### config.mk
export PLATFORM = sky130hd
export DESIGN_NAME = wb_stage
export DESIGN_NICKNAME = d
export VERILOG_FILES = /design/src/rtl/y86_pkg.sv /design/src/rtl/wb_pipe_reg.sv /design/src/rtl/wb_stage.sv
export SDC_FILE = /design/constraint.sdc
export NUM_CORES = 1
export LEC_CHECK = 0
export ABC_AREA = 0
export CELL_PAD_IN_SITES_DETAIL_PLACEMENT = 1
export CELL_PAD_IN_SITES_GLOBAL_PLACEMENT = 2
export CORE_MARGIN = 2
export CORE_UTILIZATION = 23
export CTS_CLUSTER_DIAMETER = 150
export DETAILED_ROUTE_END_ITERATION = 16
export PLACE_DENSITY_LB_ADDON = 0.1
export RECOVER_POWER = 100
export REMOVE_ABC_BUFFERS = 1
export SLEW_MARGIN = 0
export SYNTH_ARGS = -nofsm -noshare
export SYNTH_HDL_FRONTEND = slang
export SYNTH_SLANG_ARGS = --single-unit
### constraint.sdc
create_clock -name clk -period 4.48 [get_ports clk]
set_input_delay 0.896 -clock clk [delete_from_list [all_inputs] [get_ports clk]]
set_output_delay 0.896 -clock clk [all_outputs]
set_load 0.02 [all_outputs]
### src/rtl/y86_pkg.sv
// rtl/y86_pkg.sv - Y86-64 shared codes and the W pipeline register control record
package y86_pkg;

  typedef enum logic [3:0] {
    SAOK = 4'h1,
    SHLT = 4'h2,
    SADR = 4'h3,
    SINS = 4'h4
  } stat_e;

  localparam logic [3:0] IHALT   = 4'h0;
  localparam logic [3:0] INOP    = 4'h1;
  localparam logic [3:0] IIRMOVQ = 4'h3;
  localparam logic [3:0] IPOPQ   = 4'hB;

  localparam logic [3:0] RNONE = 4'hF;

  // Control half of the W register; the XLEN-wide data fields live beside it
  // so the datapath width stays a module parameter.
  typedef struct packed {
    logic [3:0] stat;
    logic [3:0] icode;
    logic [3:0] dstE;
    logic [3:0] dstM;
    logic       valid;
  } w_reg_t;

  localparam w_reg_t W_BUBBLE = '{stat: SAOK, icode: INOP, dstE: RNONE, dstM: RNONE, valid: 1'b0};

endpackage

### src/rtl/wb_pipe_reg.sv
// rtl/wb_pipe_reg.sv - W pipeline register with freeze, stall and bubble insertion
module wb_pipe_reg
  import y86_pkg::*;
#(
  parameter int XLEN = 64
) (
  input  logic            clk,
  input  logic            rst_n,
  input  logic            freeze,
  input  logic            stall,
  input  logic            bubble,
  input  w_reg_t          mCtl,
  input  logic [XLEN-1:0] mValE,
  input  logic [XLEN-1:0] mValM,
  output w_reg_t          wCtl,
  output logic [XLEN-1:0] wValE,
  output logic [XLEN-1:0] wValM
);

  // Freeze (halt) and stall both hold; bubble replaces contents with a NOP.
  always_ff @(posedge clk or negedge rst_n) begin
    if (!rst_n) begin
      wCtl  <= W_BUBBLE;
      wValE <= '0;
      wValM <= '0;
    end else if (freeze || stall) begin
      wCtl  <= wCtl;
      wValE <= wValE;
      wValM <= wValM;
    end else if (bubble) begin
      wCtl  <= W_BUBBLE;
      wValE <= '0;
      wValM <= '0;
    end else begin
      wCtl  <= mCtl;
      wValE <= mValE;
      wValM <= mValM;
    end
  end

endmodule

### src/rtl/wb_stage.sv
// rtl/wb_stage.sv - Y86-64 writeback stage; WB_PERF_CNT_EN adds retire/bubble counters
module wb_stage
  import y86_pkg::*;
#(
  parameter int XLEN  = 64,
  parameter int CNT_W = 32
) (
  input  logic             clk,
  input  logic             rst_n,
  input  logic             W_stall,
  input  logic             W_bubble,
  input  logic [3:0]       m_stat,
  input  logic [3:0]       m_icode,
  input  logic [XLEN-1:0]  m_valE,
  input  logic [XLEN-1:0]  m_valM,
  input  logic [3:0]       m_dstE,
  input  logic [3:0]       m_dstM,
  output logic [3:0]       W_stat,
  output logic [3:0]       W_icode,
  output logic [XLEN-1:0]  W_valE,
  output logic [XLEN-1:0]  W_valM,
  output logic [3:0]       W_dstE,
  output logic [3:0]       W_dstM,
  output logic [3:0]       dstE,
  output logic [XLEN-1:0]  E,
  output logic [3:0]       dstM,
  output logic [XLEN-1:0]  M,
  output logic [3:0]       cpu_stat,
  output logic             halted,
  output logic [CNT_W-1:0] retired,
  output logic [CNT_W-1:0] bubbles
);

  w_reg_t     mCtl;
  w_reg_t     wCtl;
  logic       haltedQ;
  logic [3:0] haltStatQ;
  logic       haltNow;
  logic       gateWrite;
  logic       sameDst;

  assign mCtl = '{stat: m_stat, icode: m_icode, dstE: m_dstE, dstM: m_dstM, valid: 1'b1};

  // A valid non-SAOK instruction sitting in W halts the machine on this edge;
  // W is frozen on the same edge so the faulting instruction stays visible.
  assign haltNow = wCtl.valid && (wCtl.stat != SAOK) && !haltedQ;

  wb_pipe_reg #(.XLEN(XLEN)) uPipeReg (
    .clk    (clk),
    .rst_n  (rst_n),
    .freeze (haltedQ || haltNow),
    .stall  (W_stall),
    .bubble (W_bubble),
    .mCtl   (mCtl),
    .mValE  (m_valE),
    .mValM  (m_valM),
    .wCtl   (wCtl),
    .wValE  (W_valE),
    .wValM  (W_valM)
  );

  assign W_stat  = wCtl.stat;
  assign W_icode = wCtl.icode;
  assign W_dstE  = wCtl.dstE;
  assign W_dstM  = wCtl.dstM;

  // Faulting or halted instructions never write; on a shared destination M wins (popq %rsp).
  assign gateWrite = haltedQ || (wCtl.stat != SAOK);
  assign sameDst   = (wCtl.dstE == wCtl.dstM) && (wCtl.dstM != RNONE);
  assign dstE      = (gateWrite || sameDst) ? RNONE : wCtl.dstE;
  assign dstM      = gateWrite ? RNONE : wCtl.dstM;
  assign E         = W_valE;
  assign M         = W_valM;

  // Sticky halt flag and the status code that caused it.
  always_ff @(posedge clk or negedge rst_n) begin
    if (!rst_n) begin
      haltedQ   <= 1'b0;
      haltStatQ <= SAOK;
    end else if (haltNow) begin
      haltedQ   <= 1'b1;
      haltStatQ <= wCtl.stat;
    end
  end

  assign halted   = haltedQ;
  assign cpu_stat = haltedQ ? haltStatQ : wCtl.stat;

`ifdef WB_PERF_CNT_EN
  logic [CNT_W-1:0] retiredQ;
  logic [CNT_W-1:0] bubblesQ;

  // Free-running wrap-around counters of retired instructions and bubble cycles.
  always_ff @(posedge clk or negedge rst_n) begin
    if (!rst_n) begin
      retiredQ <= '0;
      bubblesQ <= '0;
    end else begin
      if (wCtl.valid && (wCtl.stat == SAOK) && !haltedQ && !W_stall)
        retiredQ <= retiredQ + CNT_W'(1);
      if (!wCtl.valid && !haltedQ)
        bubblesQ <= bubblesQ + CNT_W'(1);
    end
  end

  assign retired = retiredQ;
  assign bubbles = bubblesQ;
`else
  assign retired = '0;
  assign bubbles = '0;
`endif

endmodule

# Yosys cells after proc, flatten, opt, wreduce, memory -nomap -nowiden
# Cells that the tools add are included.
[word_totals] output_inout_bits=349 inputBits=148 word_cells=26 regBits=150
[classes] n_mux=6 n_eq_ne=3 n_reduce_logical=8
[op_table] operator="$mux W64" n=2
[op_table] operator="$mux W17" n=1
[op_table] operator="$mux W4" n=3
[op_table] operator="$eq A4 B4 Y1" n=1
[op_table] operator="$logic_or A1 B1 Y1" n=4
[op_table] operator="$ne A4 B1 Y1 const B" n=1
[op_table] operator="$ne A4 B4 Y1 const B" n=1
[op_table] operator="$logic_and A1 B1 Y1" n=3
[op_table] operator="$logic_not A1 Y1" n=1

# Depth between registers and ports, before layout
[depth] ltp_word=5 depth_mapped=6

# Hierarchy
# A second synthesis with hierarchy kept.
[hier_totals] hier_cells=877 area_unflattened_um2=8142.8
[modules_own_cells] module="wb_pipe_reg" area_each_um2=6299.8 cells_each=645 n_inst=1
[modules_own_cells] module="wb_stage" area_each_um2=1843.0 cells_each=232 n_inst=1

# Worst setup path after synthesis
# OpenSTA, ideal clock, no wires.
[synth_timing] path_type="register to output" from="reg, netlist name uPipeReg.wCtl[13]" to="out dstM[0]" setup_slack_ns=1.971 path_stages_with_launch=4 arrival_time_ns=1.613 cell_sequence="dfstp_2 -> or4b_1 -> clkbuf_1 -> or3_1"
[synth_via] elab_chain_cells=3
[synth_lines] element="$ne A4 B1 Y1" line="wb_stage.sv:68" source="assign gateWrite = haltedQ || (wCtl.stat != SAOK);"
[synth_lines] element="$logic_or A1 B1 Y1" line="wb_stage.sv:68"
[synth_lines] element="$mux W4" line="wb_stage.sv:71" source="assign dstM = gateWrite ? RNONE : wCtl.dstM;"
[synth_lines] element="end: declaration" line="wb_stage.sv:26" source="output logic [3:0] dstM,"
# No other way between the ends.

# Worst setup path in the final report
[layout_timing] from="reg, netlist name uPipeReg.wCtl[13]" to="out dstM[3]"
[layout_via] elab_chain_cells=3
[layout_lines] element="$ne A4 B1 Y1" line="wb_stage.sv:68"
[layout_lines] element="$logic_or A1 B1 Y1" line="wb_stage.sv:68"
[layout_lines] element="$mux W4" line="wb_stage.sv:71"
# No other way between the ends.

==> summary.md <==
| Metric | Value |
|---|---|
| Outcome | finished with violations |
| Violated checks | capacitance limit, slew limit |
| Worst setup path class | flop to output pin |
| Pwr dens | 492 nW/um^2 |
| Final number of max-transition violations | 148 |
| Initial cell density of the core | 0.232 |
| Layout cell share with drive strength beyond 1 | 0.0595 |
| Clk Tree Root Cell | sky130_fd_sc_hd__clkbuf_16 |
| Gate power share | 0.396 |
| Share of the cycle needed by the critical path after routing | 0.809 |
| CTS tree | done |
| Leakage dissipation | 5.44 nW |
| FF-to-FF Start | uPipeReg.wCtl[13]$_DFFE_PN1N_ |
| Placed Cells | 1439 |
| Sink Count | 150 |
| Fraction of post-synthesis cell area in the top cell type by area | 0.426 |
| Fraction of power spent switching nets | 0.364 |
| Crit path launch | uPipeReg.wCtl[13]$_DFFE_PN1N_ |
| RSZ-0062 raised after global routing | false |
| Final setup vio count | 0 |
| Register-to-register setup slack | 1.03 ns |
| CORE AREA | 35200 sq um |
| Tightest Pin Transition | 2.97 ns |
| Hold Buf Count CTS | 0 |
| Later-pin clock latency in the skew report | 0.42 ns |
| Global-route total usage across every layer | 0.158 |
| Post-route worst setup slack | 0.857 ns |
| Post-detailed-route via-to-cell ratio | 4.38 |
| Clock transition time at the flip-flop clock pins of the worst setup and hold paths | 0.06 ns |
| Synth cell types | 30 |
| Detailed-routing iteration count for the pre-antenna-repair pass | 4 |
| Buffers from clock root to sink, at most | 2 |
| Worst setup path end | dstM[3] |
| Tightest slew margin relative to the limit | -0.983 |
| Worst Hold Slack | 0.506 ns |
| Hold WC Path Type | flop to flop |
| Net switching power of the design | 0.00219 W |
| Buffers added on ports | 432 |
| Crit start category | flop |
| GPL Wtd Cong | 0.695 |
| Number of placement rows | 69 |
| Grt total ovfl | 0 |
| Post-synthesis sequential element count | 150 |
| Wire length of the first global-routing pass | 44000 um |
| Crit-path max FO | 11 |
| Sequential Power Share | 0.333 |
| Top cells by area, synth | sky130_fd_sc_hd__dfrtp_1 (43%), sky130_fd_sc_hd__buf_4 (20%), sky130_fd_sc_hd__a22o_1 (14%), sky130_fd_sc_hd__nor3b_1 (12%), sky130_fd_sc_hd__dfstp_2 (3.5%) |
| Total die area | 37000 sq um |
| Width of the chip | 192 um |
| Kind of end point of the critical path | output pin |
| Setup Slack @ Placement | 1.41 ns |
| Initial antenna violation count | 0 |
| Sequential element share of the synthesized area | 0.461 |
| Worst hold path cell count | 1 |
| Reg2Reg Depth | 4 |
| Resized Gates After CTS | 0 |
| Number of levels in the clock H-tree | 4 |
| Syn_area_per_cell | 10.9 sq um |
| DRT Wirelength | 29900 um |
| IO Count | 497 |
| Floorplan die height | 192 um |
| Post-DR wirelength/cell | 20.3 um |
| Shortest period the worst path allows | 3.62 ns |
| Number of synthesis warnings | 0 |
| Placed cell areas | 11600 sq um |
| Synthesized instance count | 746 |
| Endpoints failing hold | 0 |
| Final antenna-violating net count | 0 |
| Max Freq | 276 MHz |
| Clock share of power | 0.270 |
| Post-route insts no fill | 1471 |
| Via count | 6442 |
| DRC errors left | 0 |
| Max Cap Viol | 2 |
| Post-layout utilization of the core | 0.347 |
| Post-CTS setup-driven buffer insertion count | 0 |
| Synth-to-layout area growth | 49.8% |
| DR iter-0 viols | 242 |
| Vias in the first global route | 6578 |
| Number of nets at the end of the flow | 1145 |
| Maximum number of pins on one net before global-route repair | 130 |
| Internal Dissipation | 0.00383 W |
| IR Drop Worst-Case VDD | 0.239 mV |
| Post-DP HPWL | 20800 um |
| Setup clock skew after layout | 0.0127 ns |
| Data arrival time at the worst-slack endpoint | 2.73 ns |
| Post-synth top area cell | sky130_fd_sc_hd__dfrtp_1 |
| Worst EP required | 3.58 ns |
| Number of buffers inserted during clock tree synthesis | 17 |
| Post-route cell area | 12200 sq um |
| Endpoint of the most critical register-to-register path | uPipeReg.wValM[21]$_DFFE_PN0N_ |
| Post-synthesis instance area | 8170 sq um |
-- how the worst min path moves through the flow --
stage / endpoint / start
6_report: haltStatQ[3]$_DFFE_PN0P_ / haltStatQ[3]$_DFFE_PN0P_
3_3_place_gp: uPipeReg.wCtl[11]$_DFFE_PN0N_ / uPipeReg.wCtl[11]$_DFFE_PN0N_
4_1_cts: uPipeReg.wValM[2]$_DFFE_PN0N_ / rst_n
3_5_place_dp: uPipeReg.wCtl[12]$_DFFE_PN0N_ / uPipeReg.wCtl[12]$_DFFE_PN0N_
2_1_floorplan: haltStatQ[1]$_DFFE_PN0P_ / haltStatQ[1]$_DFFE_PN0P_
5_1_grt: uPipeReg.wCtl[9]$_DFFE_PN1N_ / uPipeReg.wCtl[9]$_DFFE_PN1N_
-- metal layers --
metal | share of wire | vias to the layer above | wire [um] | GRT usage
li1 | - | 2906 | - | -
met3 | 0.073 | 12 | 2170 | 0.0396
met1 | 0.43 | 3242 | 12800 | 0.204
met4 | 0.0077 | 0 | 229 | 0.0311
met5 | 0 | - | 0 | 0
met2 | 0.49 | 282 | 14700 | 0.266
-- cells in the final DEF (no fill, tap or decap), drive strengths merged, types with 5 or more instances in the layout --
master / instances
clkdlybuf4s50: 144
bufinv: 5
nor3: 14
conb: 64
a32o: 7
clkbuf: 21
o21ai: 7
inv: 9
buf: 7
dlygate4sd3: 285
dfrtp: 139
a22o: 127
mux2: 7
a2bb2oi: 8
dfstp: 11
nor3b: 127
-- power by group through the flow --
stage / Clock (W) / Sequential [W] / Combinational (W)
after floorplan: 0 / 0.00267 / 0.000432
after global placement: 0 / 0.00206 / 0.00262
after detailed placement: 0 / 0.00206 / 0.00262
after CTS: 0.00168 / 0.00205 / 0.00263
after global routing: 0.00174 / 0.00207 / 0.00253
final: 0.00163 / 0.00200 / 0.00238
-- cells in the mapped netlist --
cell and count:
sky130_fd_sc_hd__dfrtp_1 139, sky130_fd_sc_hd__buf_4 213, sky130_fd_sc_hd__nor4b_1 1, sky130_fd_sc_hd__inv_1 5
sky130_fd_sc_hd__a21boi_2 1, sky130_fd_sc_hd__o2111ai_1 1, sky130_fd_sc_hd__nor3b_1 127, sky130_fd_sc_hd__or3_1 4
sky130_fd_sc_hd__xnor2_1 3, sky130_fd_sc_hd__mux2_2 7, sky130_fd_sc_hd__buf_1 1, sky130_fd_sc_hd__nand3_1 1
sky130_fd_sc_hd__a32o_1 7, sky130_fd_sc_hd__a32oi_1 1, sky130_fd_sc_hd__a22oi_1 1, sky130_fd_sc_hd__dfstp_2 11
sky130_fd_sc_hd__conb_1 1, sky130_fd_sc_hd__nor2_1 2, sky130_fd_sc_hd__buf_2 11, sky130_fd_sc_hd__o21ai_1 1
sky130_fd_sc_hd__clkbuf_1 46, sky130_fd_sc_hd__o311ai_0 1, sky130_fd_sc_hd__nor3_1 14, sky130_fd_sc_hd__a22o_1 127
sky130_fd_sc_hd__a2bb2oi_1 8, sky130_fd_sc_hd__a21boi_0 1, sky130_fd_sc_hd__nand2_1 3, sky130_fd_sc_hd__a21oi_2 1
sky130_fd_sc_hd__o21ai_0 6, sky130_fd_sc_hd__or4b_1 1
-- sequential cells by signal (all words and copies together) (netlist names) --
signal / flops
uPipeReg.wCtl: 17
halted: 1
haltStatQ: 4
uPipeReg.wValM: 64
uPipeReg.wValE: 64
-- area by class of cell --
type | count | area, sq um
clock inverters | 13 | 220
inverters | 5 | 18.8
clock buffers | 18 | 429
well taps | 461 | 577
multi-input cells | 383 | 2800
diodes | 1 | 2.50
fillers | 3899 | 23000
flip-flops and latches | 150 | 3770
repair buffers | 440 | 4410
-- metrics by stage --
step	power [W]	TNS [ns]
global placement	0.00469	0
CTS	0.00636	0
detailed placement	0.00469	0
global route	0.00634	0
floorplan	0.00310	-143.34
finish	0.00601	0
-- critical path, stage by stage, from the launching register on --
cell                            delay [ns]
sky130_fd_sc_hd__dfstp_1              0.57
sky130_fd_sc_hd__or4b_1               0.69
sky130_fd_sc_hd__or3_1                0.39
sky130_fd_sc_hd__dlygate4sd3_1        0.65
-- logic make-up (layout without fill, tap and decap cells) --
kind of cell              Yosys count  in the layout  synth area share
buffers and inverters             276            476             0.226
AOI/OAI and AO/OA                 156            156             0.165
and+or+nand+nor                   153            153             0.134
DFF                               150            150             0.461
muxes                               7              7           0.00965
xor gates and xnor gates            3              3           0.00322
other                               1             65          0.000459
No activity file was read; power rests on OpenSTA's default activity.
